File: src/rtl/delta_ram_ctrl_if.sv
// Request/grant and RAM-side signal bundle for delta_ram_ctrl.
// master = requesters plus RAM wrapper; slave = the controller.
interface delta_ram_ctrl_if #(
    parameter int unsigned SRAM_DEPTH_BIT = 6,
    parameter int unsigned SRAM_WIDTH     = 28
);
    logic                      wr_req;
    logic [SRAM_DEPTH_BIT-1:0] wr_addr;
    logic [SRAM_WIDTH-1:0]     wr_data;
    logic                      wr_gnt;
    logic                      rd_req;
    logic [SRAM_DEPTH_BIT-1:0] rd_addr;
    logic                      rd_gnt;
    logic                      rd_valid;
    logic [SRAM_WIDTH-1:0]     rd_data;
    logic                      init_done;
    logic [SRAM_DEPTH_BIT-1:0] ram_addr_r;
    logic [SRAM_DEPTH_BIT-1:0] ram_addr_w;
    logic                      ram_read_en;
    logic                      ram_write_en;
    logic [SRAM_WIDTH-1:0]     ram_data_in;
    logic [SRAM_WIDTH-1:0]     ram_data_out;

    modport master (
        output wr_req, wr_addr, wr_data, rd_req, rd_addr, ram_data_out,
        input  wr_gnt, rd_gnt, rd_valid, rd_data, init_done,
        input  ram_addr_r, ram_addr_w, ram_read_en, ram_write_en, ram_data_in
    );

    modport slave (
        input  wr_req, wr_addr, wr_data, rd_req, rd_addr, ram_data_out,
        output wr_gnt, rd_gnt, rd_valid, rd_data, init_done,
        output ram_addr_r, ram_addr_w, ram_read_en, ram_write_en, ram_data_in
    );
endinterface

File: src/rtl/delta_ram_ctrl.sv
// Single-port delta RAM access controller: write-priority arbitration with bounded read starvation.
// Define DELTA_RAM_CLEAR_EN to zero the whole RAM after every reset before serving requests.
module delta_ram_ctrl #(
    parameter int unsigned SRAM_DEPTH_BIT = 6,
    parameter int unsigned SRAM_WIDTH     = 28,
    parameter int unsigned STARVE_MAX     = 4
) (
    input logic             clk,
    input logic             rst_n,
    delta_ram_ctrl_if.slave bus
);
    localparam logic [3:0] StarveMax = 4'(STARVE_MAX);

    logic                  w_run;
    logic                  w_wr_gnt;
    logic                  w_rd_gnt;
    logic [3:0]            r_starve_cnt;
    logic [3:0]            w_starve_cnt_d;
    logic                  r_rd_pend;
    logic                  r_rd_valid;
    logic [SRAM_WIDTH-1:0] r_rd_data;
    logic                  w_clr_we;
    logic [SRAM_DEPTH_BIT-1:0] w_clr_addr;

`ifdef DELTA_RAM_CLEAR_EN
    typedef enum logic [0:0] {StInit, StRun} state_e;

    localparam logic [SRAM_DEPTH_BIT-1:0] ClrLast = '1;
    localparam logic [SRAM_DEPTH_BIT-1:0] AddrOne = {{(SRAM_DEPTH_BIT-1){1'b0}}, 1'b1};

    state_e                    r_state;
    state_e                    w_state_d;
    logic [SRAM_DEPTH_BIT-1:0] r_clr_addr;
    logic [SRAM_DEPTH_BIT-1:0] w_clr_addr_d;

    always_ff @(posedge clk or negedge rst_n) begin
        if (!rst_n) begin
            r_state    <= StInit;
            r_clr_addr <= '0;
        end else begin
            r_state    <= w_state_d;
            r_clr_addr <= w_clr_addr_d;
        end
    end

    always_comb begin
        w_state_d    = r_state;
        w_clr_addr_d = r_clr_addr;
        w_clr_we     = 1'b0;
        unique case (r_state)
            StInit: begin
                // Keep the RAM port quiet while reset is still asserted.
                w_clr_we     = rst_n;
                w_clr_addr_d = r_clr_addr + AddrOne;
                if (r_clr_addr == ClrLast) begin
                    w_state_d = StRun;
                end
            end
            StRun: begin
                w_state_d = StRun;
            end
            default: begin
                w_state_d = StInit;
            end
        endcase
    end

    assign w_run      = (r_state == StRun);
    assign w_clr_addr = r_clr_addr;
`else
    logic r_run;

    always_ff @(posedge clk or negedge rst_n) begin
        if (!rst_n) begin
            r_run <= 1'b0;
        end else begin
            r_run <= 1'b1;
        end
    end

    assign w_run      = r_run;
    assign w_clr_we   = 1'b0;
    assign w_clr_addr = '0;
`endif

    // Write wins a conflict unless the read has already been denied StarveMax times in a row.
    always_comb begin
        w_wr_gnt = w_run & bus.wr_req & (~bus.rd_req | (r_starve_cnt != StarveMax));
        w_rd_gnt = w_run & bus.rd_req & (~bus.wr_req | (r_starve_cnt == StarveMax));
    end

    always_comb begin
        w_starve_cnt_d = r_starve_cnt;
        if (w_rd_gnt) begin
            w_starve_cnt_d = '0;
        end else if (bus.rd_req && (r_starve_cnt != StarveMax)) begin
            w_starve_cnt_d = r_starve_cnt + 4'd1;
        end
    end

    always_ff @(posedge clk or negedge rst_n) begin
        if (!rst_n) begin
            r_starve_cnt <= '0;
            r_rd_pend    <= 1'b0;
            r_rd_valid   <= 1'b0;
            r_rd_data    <= '0;
        end else begin
            r_starve_cnt <= w_starve_cnt_d;
            r_rd_pend    <= w_rd_gnt;
            r_rd_valid   <= r_rd_pend;
            if (r_rd_pend) begin
                r_rd_data <= bus.ram_data_out;
            end
        end
    end

    always_comb begin
        bus.ram_write_en = w_wr_gnt;
        bus.ram_addr_w   = w_wr_gnt ? bus.wr_addr : '0;
        bus.ram_data_in  = w_wr_gnt ? bus.wr_data : '0;
        if (w_clr_we) begin
            bus.ram_write_en = 1'b1;
            bus.ram_addr_w   = w_clr_addr;
            bus.ram_data_in  = '0;
        end
        bus.ram_read_en  = w_rd_gnt;
        bus.ram_addr_r   = w_rd_gnt ? bus.rd_addr : '0;
    end

    assign bus.wr_gnt    = w_wr_gnt;
    assign bus.rd_gnt    = w_rd_gnt;
    assign bus.rd_valid  = r_rd_valid;
    assign bus.rd_data   = r_rd_data;
    assign bus.init_done = w_run;

endmodule

File: src/flat_wrapper.sv
// flat-port wrapper written by rule: the top's interface ports become plain ports
module delta_ram_ctrl_flat 
#(
    parameter int unsigned SRAM_DEPTH_BIT = 6,
    parameter int unsigned SRAM_WIDTH     = 28,
    parameter int unsigned STARVE_MAX     = 4
)
  (clk, rst_n, bus_wr_req, bus_wr_addr, bus_wr_data, bus_rd_req, bus_rd_addr, bus_ram_data_out, bus_wr_gnt, bus_rd_gnt, bus_rd_valid, bus_rd_data, bus_init_done, bus_ram_addr_r, bus_ram_addr_w, bus_ram_read_en, bus_ram_write_en, bus_ram_data_in);
  delta_ram_ctrl_if #(.SRAM_DEPTH_BIT(SRAM_DEPTH_BIT), .SRAM_WIDTH(SRAM_WIDTH)) bus_i ();
  input logic clk;
  input logic rst_n;
  input wire logic [$bits(bus_i.wr_req)-1:0] bus_wr_req;
  input wire logic [$bits(bus_i.wr_addr)-1:0] bus_wr_addr;
  input wire logic [$bits(bus_i.wr_data)-1:0] bus_wr_data;
  input wire logic [$bits(bus_i.rd_req)-1:0] bus_rd_req;
  input wire logic [$bits(bus_i.rd_addr)-1:0] bus_rd_addr;
  input wire logic [$bits(bus_i.ram_data_out)-1:0] bus_ram_data_out;
  output wire logic [$bits(bus_i.wr_gnt)-1:0] bus_wr_gnt;
  output wire logic [$bits(bus_i.rd_gnt)-1:0] bus_rd_gnt;
  output wire logic [$bits(bus_i.rd_valid)-1:0] bus_rd_valid;
  output wire logic [$bits(bus_i.rd_data)-1:0] bus_rd_data;
  output wire logic [$bits(bus_i.init_done)-1:0] bus_init_done;
  output wire logic [$bits(bus_i.ram_addr_r)-1:0] bus_ram_addr_r;
  output wire logic [$bits(bus_i.ram_addr_w)-1:0] bus_ram_addr_w;
  output wire logic [$bits(bus_i.ram_read_en)-1:0] bus_ram_read_en;
  output wire logic [$bits(bus_i.ram_write_en)-1:0] bus_ram_write_en;
  output wire logic [$bits(bus_i.ram_data_in)-1:0] bus_ram_data_in;
  assign bus_i.wr_req = bus_wr_req;
  assign bus_i.wr_addr = bus_wr_addr;
  assign bus_i.wr_data = bus_wr_data;
  assign bus_i.rd_req = bus_rd_req;
  assign bus_i.rd_addr = bus_rd_addr;
  assign bus_i.ram_data_out = bus_ram_data_out;
  assign bus_wr_gnt = bus_i.wr_gnt;
  assign bus_rd_gnt = bus_i.rd_gnt;
  assign bus_rd_valid = bus_i.rd_valid;
  assign bus_rd_data = bus_i.rd_data;
  assign bus_init_done = bus_i.init_done;
  assign bus_ram_addr_r = bus_i.ram_addr_r;
  assign bus_ram_addr_w = bus_i.ram_addr_w;
  assign bus_ram_read_en = bus_i.ram_read_en;
  assign bus_ram_write_en = bus_i.ram_write_en;
  assign bus_ram_data_in = bus_i.ram_data_in;
  delta_ram_ctrl #(.SRAM_DEPTH_BIT(SRAM_DEPTH_BIT), .SRAM_WIDTH(SRAM_WIDTH), .STARVE_MAX(STARVE_MAX)) u_core (.clk(clk), .rst_n(rst_n), .bus(bus_i));
endmodule
File: config.mk
export PLATFORM = sky130hd
export DESIGN_NAME = delta_ram_ctrl_flat
export DESIGN_NICKNAME = d
export VERILOG_FILES = /design/src/rtl/delta_ram_ctrl_if.sv /design/src/rtl/delta_ram_ctrl.sv /design/src/flat_wrapper.sv
export SDC_FILE = /design/constraint.sdc
export NUM_CORES = 1
export LEC_CHECK = 0
export ABC_AREA = 1
export BUFFER_PORTS_ARGS = -buffer_cell sky130_fd_sc_hd__buf_4
export CORE_MARGIN = 5
export CORE_UTILIZATION = 35
export DETAILED_ROUTE_END_ITERATION = 7
export PLACE_DENSITY = 0.76
export SLEW_MARGIN = 40
export SYNTH_ARGS = -nofsm -noshare
export SYNTH_HDL_FRONTEND = slang
export SYNTH_SLANG_ARGS = --single-unit
File: constraint.sdc
create_clock -name clk -period 1.2 [get_ports clk]
set_input_delay 0.06 -clock clk [delete_from_list [all_inputs] [get_ports clk]]
set_output_delay 0.06 -clock clk [all_outputs]
set_load 0.05 [all_outputs]
# Word-level counts from Yosys, hierarchy flattened
# Cells that the tools add are included.
# W data, S select, Z words.
[op_classes] n_eq_ne=2 bitwise_logic=8 n_reduce_logical=2 add_sub_neg=1 n_mux=5
[ops] op="$mux W28" count=1
[ops] op="$mux W6" count=2
[ops] op="$mux W4" count=2
[ops] op="$add A4 B1 Y4 const B" count=1
[ops] op="$and A1 B1 Y1" count=4
[ops] op="$eq A4 B3 Y1 const B" count=1
[ops] op="$ne A4 B3 Y1 const B" count=1
[ops] op="$not A1 Y1" count=2
[ops] op="$or A1 B1 Y1" count=2
[ops] op="$reduce_bool A2 Y1" count=1
[ops] op="$logic_and A1 B1 Y1" count=1
[word_totals] reg_bits=35 in_bits=72

# Longest topological paths before layout
# Gate-level depths: netlist (run 1).
[logic_depth] word_depth=4 ltp_mapped=8 ltp_nobuf=7

# Worst setup path after synthesis (run 1)
# No wires, ideal clock.
[synth_path] path_kind="register to output" startpoint="register u_core.r_run, in the netlist u_core.bus.init_done" endpoint="output bus_ram_addr_r[0]" stages_incl_launch_ff=6 path_buffers=1 arrival_ns=1.786 setup_slack_ns=-0.646 path_cell_list="dfrtp_1 nand2_1 inv_1 nand2_1 buf_6 nor2_1"
[synth_via] elab_chain_len=3
[synth_rtl] item="from (decl)" line_no="delta_ram_ctrl.sv:71" source="logic r_run;"
[synth_rtl] item="from (signal assigned)" line_no="delta_ram_ctrl.sv:75" source="r_run <= 1'b0;"
[synth_rtl] item="from (signal assigned)" line_no="delta_ram_ctrl.sv:77" source="r_run <= 1'b1;"
[synth_rtl] item="$and A1 B1 Y1 (2 in a row)" line_no="delta_ram_ctrl.sv:89" source="w_rd_gnt = w_run & bus.rd_req & (~bus.wr_req | (r_starve_cnt == StarveMax));"
[synth_rtl] item="$mux W6" line_no="delta_ram_ctrl.sv:127" source="bus.ram_addr_r = w_rd_gnt ? bus.rd_addr : '0;"
[synth_rtl] item="to (decl)" line_no="flat_wrapper.sv:23" source="output wire logic [$bits(bus_i.ram_addr_r)-1:0] bus_ram_addr_r;"
# No other way between the ends.

# Final worst setup path (run 1)
[layout_path] startpoint="register u_core.r_starve_cnt[1]" endpoint="output bus_ram_data_in[23]"
[layout_via] elab_chain_len=4
[layout_rtl] item="from (decl)" line_no="delta_ram_ctrl.sv:17" source="logic [3:0] r_starve_cnt;"
[layout_rtl] item="from (signal assigned)" line_no="delta_ram_ctrl.sv:108" source="r_starve_cnt <= w_starve_cnt_d;"
[layout_rtl] item="$ne A4 B3 Y1" line_no="delta_ram_ctrl.sv:88" source="w_wr_gnt = w_run & bus.wr_req & (~bus.rd_req | (r_starve_cnt != StarveMax));"
[layout_rtl] item="$or A1 B1 Y1" line_no="delta_ram_ctrl.sv:88"
[layout_rtl] item="$and A1 B1 Y1" line_no="delta_ram_ctrl.sv:88"
[layout_rtl] item="$mux W28" line_no="delta_ram_ctrl.sv:120" source="bus.ram_data_in = w_wr_gnt ? bus.wr_data : '0;"
[layout_rtl] item="to (decl)" line_no="flat_wrapper.sv:27" source="output wire logic [$bits(bus_i.ram_data_in)-1:0] bus_ram_data_in;"
# No other way between the ends.

==> flow_summary.json, run 1 <==
{
  "rsz0062_at_grt": "true",
  "dp.cells": 407,
  "grt_use_total": 0.193,
  "outcome": "complete, but fails checks",
  "fin_setup_tns_ps": -20510,
  "gp_congestion": 0.734,
  "clock_power_share": 0.134,
  "finalPower_mw": 6.20,
  "nNetsFinal": 438,
  "finalClockSkew_ps": 4.77,
  "drv_cap": 0,
  "hold_violations": 0,
  "placed_cell_area_um2": 3280,
  "crit_cells": 8,
  "violations": "setup timing",
  "ys_ff_latch": 35,
  "min_period_ps": 1720,
  "pre_cts_slack_ps": -227,
  "cellPowerDensity_nw_per_um2": 1620,
  "rows": 25,
  "synth_warnings": 0,
  "p_switching_mw": 2.84,
  "drt_iter0_markers": 23,
  "clock_sinks": 35,
  "cp_common_cell": "buf_12",
  "num_vias": 1894,
  "wirelength_um": 6670,
  "grt_max_degree": 36,
  "r2r-start": "u_core.r_starve_cnt[0]$_DFFE_PN0P_",
  "cts_buffer_depth": 2,
  "wire_per_inst_um": 15.5,
  "hp-class": "input port to flip-flop",
  "rrSetupSlack_ps": -270,
  "area_growth_pct": 118,
  "clk_pin_slew_ps": 70,
  "finalSetupViolations": 49,
  "crit_buf_inv": 4,
  "stdcell_count": 431,
  "ir_drop_mv": 1.56,
  "coreArea_um2": 4790,
  "root_buffer": "clkbuf_8",
  "antenna_found_initial": 0,
  "syn-instance-count": 187,
  "ys_seq_area_frac": 0.498,
  "drc_errors": 0,
  "critical_path_arrival_ps": 1660,
  "min_delay_path_depth": 2,
  "synth_cell_type_count": 13,
  "die_x_um": 80.9,
  "start_util": 0.368,
  "numCtsBuffers": 5,
  "h-tree-depth": 2,
  "cp_slowest_cell": "dfrtp_1",
  "final_cell_mix": "buf_4, inv_1, buf_6",
  "portBuffers": 145,
  "r2r_cells": 11,
  "synth_area_um2": 1760,
  "min_from": "bus_ram_data_out[10]",
  "max_stage_delay_ps": 380,
  "final.setup.worst_slack_ps": -520,
  "clk_latency_ps": 280,
  "critical_path.endpoint_type": "output pin",
  "synth_nets": 261,
  "combPwrFrac": 0.587,
  "tritoncts": "done",
  "mostFrequentLayoutCell": "buf_4",
  "path_class": "flip-flop to output pin",
  "dieArea_um2": 6540,
  "diodes": 0,
  "finalCritPeriodShare": 1.43,
  "ios": 146,
  "cp_cell_sequence": "inv_2 > ha_4 > nand4_1 > nand3_4 > buf_12 > buf_12 > nor2_4 > buf_8",
  "grt_pass1_vias": 1978,
  "ant_nets": 0,
  "viasPerCell": 4.39,
  "fin_area_um2": 3840,
  "avgSynthCellArea_um2": 9.41,
  "slew_violations": 0,
  "cp-start-kind": "flip-flop",
  "dpl.hpwl_um": 4580,
  "internal-power_mw": 3.36,
  "grt.overflow.total": 0,
  "die-height_um": 80.9,
  "final_layout_size_suffix_gt1_frac": 0.703,
  "drt_pass1_iterations": 7,
  "grt_pass1_wl_um": 9720,
  "critPathRequiredTime_ps": 1140,
  "p_leak_nw": 1.96,
  "seq_power_share": 0.279,
  "cp_max_fo": 5,
  "swShare": 0.458,
  "fmax_ghz": 0.581,
  "crit_path_start": "u_core.r_starve_cnt[1]$_DFFE_PN0P_",
  "cp_top_family": "buffers and inverters"
}
final cells by class:
type / count / area, um2
multi-input cells: 96 / 935
well taps: 67 / 83.8
inverters: 47 / 184
fillers: 305 / 950
clock buffers: 5 / 68.8
clock inverters: 2 / 13.8
flip-flops and latches: 35 / 877
repair buffers: 179 / 1670
state kept, by name, indices dropped and copies added (netlist names):
signal / cells
u_core.bus.init_done: 1
u_core.r_rd_pend: 1
u_core.bus.rd_data: 28
u_core.r_starve_cnt: 4
u_core.bus.rd_valid: 1
cell usage after synthesis:
cell type / n / area [um2]
ha_1: 2 / 25.0
nand2_1: 11 / 41.3
buf_6: 6 / 67.6
conb_1: 1 / 3.75
nand3_2: 1 / 10.0
xor2_1: 1 / 8.76
inv_1: 47 / 176
dfrtp_1: 35 / 876
nand4_1: 2 / 12.5
mux2_2: 28 / 315
buf_4: 3 / 22.5
nor2_1: 40 / 150
nand3_1: 10 / 50.1
stage by stage:
stage	utilization	hold WS, ps
after floorplan	-	-236
after global placement	0.685	39.4
after detailed placement	0.685	38.9
after CTS	0.765	0.219
after global routing	0.802	0.326
final	0.802	8.96
cells by family (layout without fill, tap and decap cells):
logic type | Yosys count | in the layout | synth area share
xor gates and xnor gates | 1 | 1 | 0.00498
adders and majority gates | 2 | 2 | 0.0142
buffers and inverters | 56 | 233 | 0.151
DFF | 35 | 35 | 0.498
muxes | 28 | 28 | 0.179
other | 1 | 1 | 0.00213
and+or+nand+nor | 64 | 64 | 0.150
metal layers:
layer / GRT usage / share of wire / vias to the layer above
li1: - / - / 911
met1: 0.201 / 0.34 / 877
met2: 0.357 / 0.53 / 102
met3: 0.0865 / 0.13 / 4
met4: 0.0372 / 0.0039 / 0
met5: 0 / 0 / -
path summary, 6_finish.rpt:
path                                                      end
min                        u_core.bus.rd_data[10]$_DFFE_PN0P_
min reg2reg                     u_core.bus.rd_valid$_DFF_PN0_
max in group asynchronous      u_core.bus.init_done$_DFF_PN0_
max                                       bus_ram_data_in[23]
min in group asynchronous  u_core.bus.rd_data[20]$_DFFE_PN0P_
max reg2reg                u_core.r_starve_cnt[1]$_DFFE_PN0P_
worst reg2reg max path: cells and delay by family (launching register included):
kind	cells	cell delay, ps
buf+inv	5	530
fa+ha+maj	1	130
flops	1	400
simple gates	5	300
power groups by stage:
stage / Sequential (mW) / Combinational, mW / Clock (mW)
global route: 1.78 / 3.83 / 0.921
global placement: 1.72 / 3.27 / 0
detailed placement: 1.75 / 3.31 / 0
finish: 1.73 / 3.64 / 0.829
CTS: 1.73 / 3.53 / 0.842
floorplan: 2.78 / 1.08 / 0
what timing repair did:
| item | 4_1_cts | 5_1_grt |
|---|---|---|
| gates cloned | 1 | 0 |
| endpoints found under the setup margin | 49 | 49 |
| hold buffers | 4 | 8 |
| endpoints found under the hold margin | 38 | 8 |
| resized for setup | 56 | 23 |
| setup buffers | 3 | 2 |
| pin swaps | 10 | 7 |
Power figures use the tool's default switching activity.
==> inputs of run 2 (changes only) <==
RECOVER_POWER = 100   (was not set)
==> run 2 against run 1 <==
Against the previous run: largest cell class unchanged; the flow still finishes with violations (setup timing); register-to-register slack barely moved; clock power about the same; non-clock buffer count unchanged; sequential share of layout area up 0.53 points; worst setup slack worse by 8.3 ps; die area unchanged; cell area decreased by 2.3%; count of clock-buffer cells in the layout unchanged; routed wire length is 0.60% lower; global-route usage unchanged.
==> flow_summary.json, run 2 (same netlist as run 1, synthesis figures left out) <==
{
  "outcome": "complete, but fails checks",
  "violations": "setup timing",
  "numCtsBuffers": 5,
  "portBuffers": 145,
  "dpl.hpwl_um": 4580,
  "critical_path_arrival_ps": 1670,
  "final.setup.worst_slack_ps": -528,
  "drt_pass1_iterations": 4,
  "largest_reg_flops": 28,
  "final_cell_mix": "buf_4, inv_1, buf_6",
  "grt.overflow.total": 0,
  "cp_slowest_cell": "dfrtp_1",
  "max_stage_delay_ps": 380,
  "mostFrequentLayoutCell": "buf_4",
  "stdcell_count": 431,
  "placed_cell_area_um2": 3280,
  "wire_per_inst_um": 15.4,
  "diodes": 0,
  "coreArea_um2": 4790,
  "cp_max_fo": 5,
  "die_x_um": 80.9,
  "drv_cap": 0,
  "ios": 146,
  "hp-class": "input port to flip-flop",
  "post-route-util": 0.784,
  "cellPowerDensity_nw_per_um2": 1600,
  "finalPower_mw": 6.00,
  "tightest_slew_ps": 870,
  "path_class": "flip-flop to output pin",
  "root_buffer": "clkbuf_8",
  "dp.cells": 407,
  "rsz0062_at_grt": "true",
  "dieArea_um2": 6540,
  "gp_congestion": 0.734,
  "wirelength_um": 6630,
  "rrSetupSlack_ps": -270,
  "die-height_um": 80.9,
  "slew_violations": 0,
  "hold_violations": 0,
  "p_leak_nw": 1.94,
  "cp_common_cell": "buf_12",
  "grt_use_total": 0.193,
  "min_period_ps": 1730,
  "crit_buf_inv": 4,
  "grt_max_degree": 36,
  "grt_pass1_wl_um": 9720,
  "viasPerCell": 4.38,
  "fin_setup_tns_ps": -20840,
  "slew_headroom": 0.420,
  "n_fill_cell": 329,
  "finalSetupViolations": 49,
  "ant_nets": 0,
  "area_growth_pct": 113,
  "final_layout_size_suffix_gt1_frac": 0.703,
  "pre_cts_slack_ps": -227,
  "antenna_found_initial": 0,
  "fin_area_um2": 3750,
  "tritoncts": "done",
  "cp_cell_sequence": "inv_2 > ha_4 > nand4_1 > nand3_4 > buf_12 > buf_12 > nor2_4 > buf_8",
  "fmax_ghz": 0.579,
  "critPathRequiredTime_ps": 1140,
  "critical_path.endpoint_type": "output pin",
  "finalCritPeriodShare": 1.44,
  "start_util": 0.368,
  "grt_pass1_vias": 1978,
  "holdWs_ps": 5.21,
  "clk_pin_slew_ps": 80,
  "ir_drop_mv": 1.51,
  "h-tree-depth": 2,
  "cts_buffer_depth": 2,
  "clk_latency_ps": 290,
  "finalClockSkew_ps": 8.48,
  "drc_errors": 0,
  "drt_iter0_markers": 34,
  "num_vias": 1886,
  "nNetsFinal": 438,
  "clock_sinks": 35,
  "rows": 25,
  "cp_top_family": "buffers and inverters",
  "cp-start-kind": "flip-flop"
}
==> run 2: cell types whose count changed in the layout (fill, tap and decap cells not counted) <==
cell / previous run / this run
buf_12: 5 / 4
clkbuf_2: 0 / 31
buf_6: 40 / 41
buf_4: 112 / 81
==> run 2: worst paths after layout <==
check,start,cells past startpoint,end
max in group asynchronous,rst_n,2,u_core.bus.init_done$_DFF_PN0_
min in group asynchronous,rst_n,2,u_core.bus.rd_data[6]$_DFFE_PN0P_
setup / recovery,u_core.r_starve_cnt[1]$_DFFE_PN0P_,8,bus_ram_data_in[23]
setup reg to reg,u_core.r_starve_cnt[1]$_DFFE_PN0P_,11,u_core.r_starve_cnt[1]$_DFFE_PN0P_
hold / removal,bus_ram_data_out[0],2,u_core.bus.rd_data[0]$_DFFE_PN0P_
hold reg to reg,u_core.r_rd_pend$_DFF_PN0_,0,u_core.bus.rd_valid$_DFF_PN0_
==> run 2: power by group <==
group          switching (mW)  total [mW]  internal, mW
Combinational            2.21        3.45          1.24
Clock                   0.435       0.832         0.397
Sequential              0.192        1.72          1.53
==> run 2: repair_timing <==
item,CTS,global route
setup buffers,3,2
gates resized for setup,56,23
hold buffers,4,8
endpoints found under the hold margin,38,8
cloned,1,0
endpoints found under the setup margin,49,49
pin swaps,10,7
==> run 2: worst reg2reg max path, delay by kind of cell, from the launching register on <==
kind | cells | cell delay, ps
fa+ha+maj | 1 | 130
buf+inv | 5 | 530
flops | 1 | 400
simple gates | 5 | 300
==> run 2: area by class of cell <==
cell class                 count  area [um2]  share of cell area
multi-input combinational     96         935               0.249
sequential                    35         877               0.234
clock inverter                 2        13.8             0.00367
tap                           67        83.8              0.0224
inverter                      47         184              0.0490
clock buffer                   5        68.8              0.0184
timing repair buffer         179        1590               0.423
==> run 2: routing by layer <==
layer  GRT usage  up-vias  share of wire
met2       0.357      103           0.52
met5           0        -              0
met1       0.201      868           0.34
met3      0.0865        5           0.13
li1            -      910              -
met4      0.0372        0         0.0072
==> inputs of run 3 (changes only) <==
CORE_UTILIZATION = 36   (was 35)
CTS_BUF_LIST = sky130_fd_sc_hd__clkbuf_8   (was not set)
PLACE_DENSITY = 0.78   (was 0.76)
REMOVE_ABC_BUFFERS = 1   (was not set)
SETUP_SLACK_MARGIN = 0.1   (was not set)
==> run 3 against run 2 <==
Against the previous run: the flow still finishes with violations (setup timing); utilization fell by 5.5 points; die area fell by 2.4%; via count did not move; critical path depth fell by 1; largest power group unchanged.
==> flow_summary.json, run 3 (same netlist as run 1, synthesis figures left out) <==
{
  "coreArea_um2": 4720,
  "grt_use_total": 0.175,
  "finalClockSkew_ps": 4.80,
  "busiest_layer": "met2",
  "final.setup.worst_slack_ps": -438,
  "met1_usage": 0.178,
  "clk_pin_slew_ps": 70,
  "numCtsBuffers": 5,
  "antenna_found_initial": 0,
  "ios": 146,
  "hp-class": "input port to flip-flop",
  "cts_buffer_depth": 2,
  "dp.cells": 399,
  "h-tree-depth": 2,
  "rows": 25,
  "r2r_cells": 10,
  "placed_cell_area_um2": 2930,
  "rrSetupSlack_ps": -280,
  "slew_violations": 0,
  "n_fill_cell": 316,
  "grt_pass1_wl_um": 8820,
  "die_x_um": 79.9,
  "clock_sinks": 35,
  "cellPowerDensity_nw_per_um2": 1680,
  "fin_setup_tns_ps": -23570,
  "p_leak_nw": 1.88,
  "holdWs_ps": 10.7,
  "multi_input_area_um2": 782,
  "drt_pass1_iterations": 6,
  "largest_reg_flops": 28,
  "grt_max_degree": 36,
  "final_layout_size_suffix_gt1_frac": 0.626,
  "finalSetupViolations": 76,
  "seq_area_um2": 876,
  "clk_latency_ps": 280,
  "violations": "setup timing",
  "finalPower_mw": 5.79,
  "wirelength_um": 6220,
  "portBuffers": 145,
  "rsz0062_at_grt": "true",
  "post-route-util": 0.728,
  "gp_congestion": 0.770,
  "fmax_ghz": 0.611,
  "fin_area_um2": 3440,
  "cp-start-kind": "flip-flop",
  "drv_cap": 0,
  "area_growth_pct": 95.5,
  "dieArea_um2": 6380,
  "hold_violations": 0,
  "num_vias": 1886,
  "diodes": 0,
  "final_cell_mix": "buf_4, inv_1, buf_6",
  "mostFrequentLayoutCell": "buf_4",
  "grt.overflow.total": 0,
  "finalCritPeriodShare": 1.36,
  "nNetsFinal": 431,
  "ant_nets": 0,
  "drc_errors": 0,
  "drt_iter0_markers": 134,
  "grt_pass1_vias": 1952,
  "critPathRequiredTime_ps": 1140,
  "tritoncts": "done",
  "slew_headroom": 0.438,
  "ir_drop_mv": 1.60,
  "root_buffer": "clkbuf_8",
  "critical_path_arrival_ps": 1580,
  "pre_cts_slack_ps": -245,
  "min_period_ps": 1640,
  "die-height_um": 79.9,
  "grtUsageMet2": 0.322,
  "wire_per_inst_um": 14.6,
  "dpl.hpwl_um": 4280,
  "grtUsageMet3": 0.0813,
  "viasPerCell": 4.44,
  "tightest_slew_ps": 843,
  "path_class": "flip-flop to output pin",
  "critical_path.endpoint_type": "output pin",
  "stdcell_count": 425,
  "min_delay_path_depth": 2,
  "start_util": 0.372,
  "cp_max_fo": 35,
  "outcome": "complete, but fails checks"
}
-- run 3: cell count changes in the layout (fill, tap and decap cells not counted), moves of 2 or more --
cell           change
nand3_2            -3
nor2_4            -24
buf_8              -3
buf_4              +4
buf_6              -2
nand3_1            +4
buf_12             -3
inv_1              +3
clkinvlp_4         -2
nor2_1            +22
nand2_8            +3
dlygate4sd3_1      -3
nor2_2             +2
-- run 3: area by class of cell --
cell class,count,area share
tap,67,0.0244
clock inverter,3,0.00364
clock buffer,5,0.0200
multi-input combinational,97,0.227
sequential,35,0.255
timing repair buffer,171,0.417
inverter,47,0.0535
-- run 3: what timing repair did --
item	4_1_cts	5_1_grt
pin swaps	4	2
cloned	1	0
endpoints found under the setup margin	49	49
hold buffers	4	5
buffers inserted	3	5
endpoints found under the hold margin	38	5
resized for setup	50	46
-- run 3: where the power goes --
| group | switching, mW | internal (mW) | total [mW] |
|---|---|---|---|
| clock network | 0.388 | 0.390 | 0.778 |
| registers | 0.187 | 1.53 | 1.72 |
| logic | 2.14 | 1.16 | 3.30 |
-- run 3: critical path: stages (launching register included) --
cell and delay, ps:
dfrtp_1 360, inv_2 60, ha_4 150, nand4_1 110
nand3_2 100, buf_12 190, nor2_1 150, buf_6 180
-- run 3: final timing paths --
| check | startpoint | endpoint |
|---|---|---|
| max reg2reg | u_core.r_starve_cnt[0]$_DFFE_PN0P_ | u_core.r_starve_cnt[0]$_DFFE_PN0P_ |
| min reg2reg | u_core.bus.rd_data[12]$_DFFE_PN0P_ | u_core.bus.rd_data[12]$_DFFE_PN0P_ |
| max in group asynchronous | rst_n | u_core.r_starve_cnt[2]$_DFFE_PN0P_ |
| min in group asynchronous | rst_n | u_core.bus.rd_data[3]$_DFFE_PN0P_ |
| min | bus_ram_data_out[11] | u_core.bus.rd_data[11]$_DFFE_PN0P_ |
| max | u_core.r_starve_cnt[0]$_DFFE_PN0P_ | bus_ram_addr_w[4] |
-- run 3: metal layers --
layer	wire length (um)	up-vias
met3	700	4
met5	0	-
met2	3460	101
met1	2030	885
li1	-	896
met4	35	0
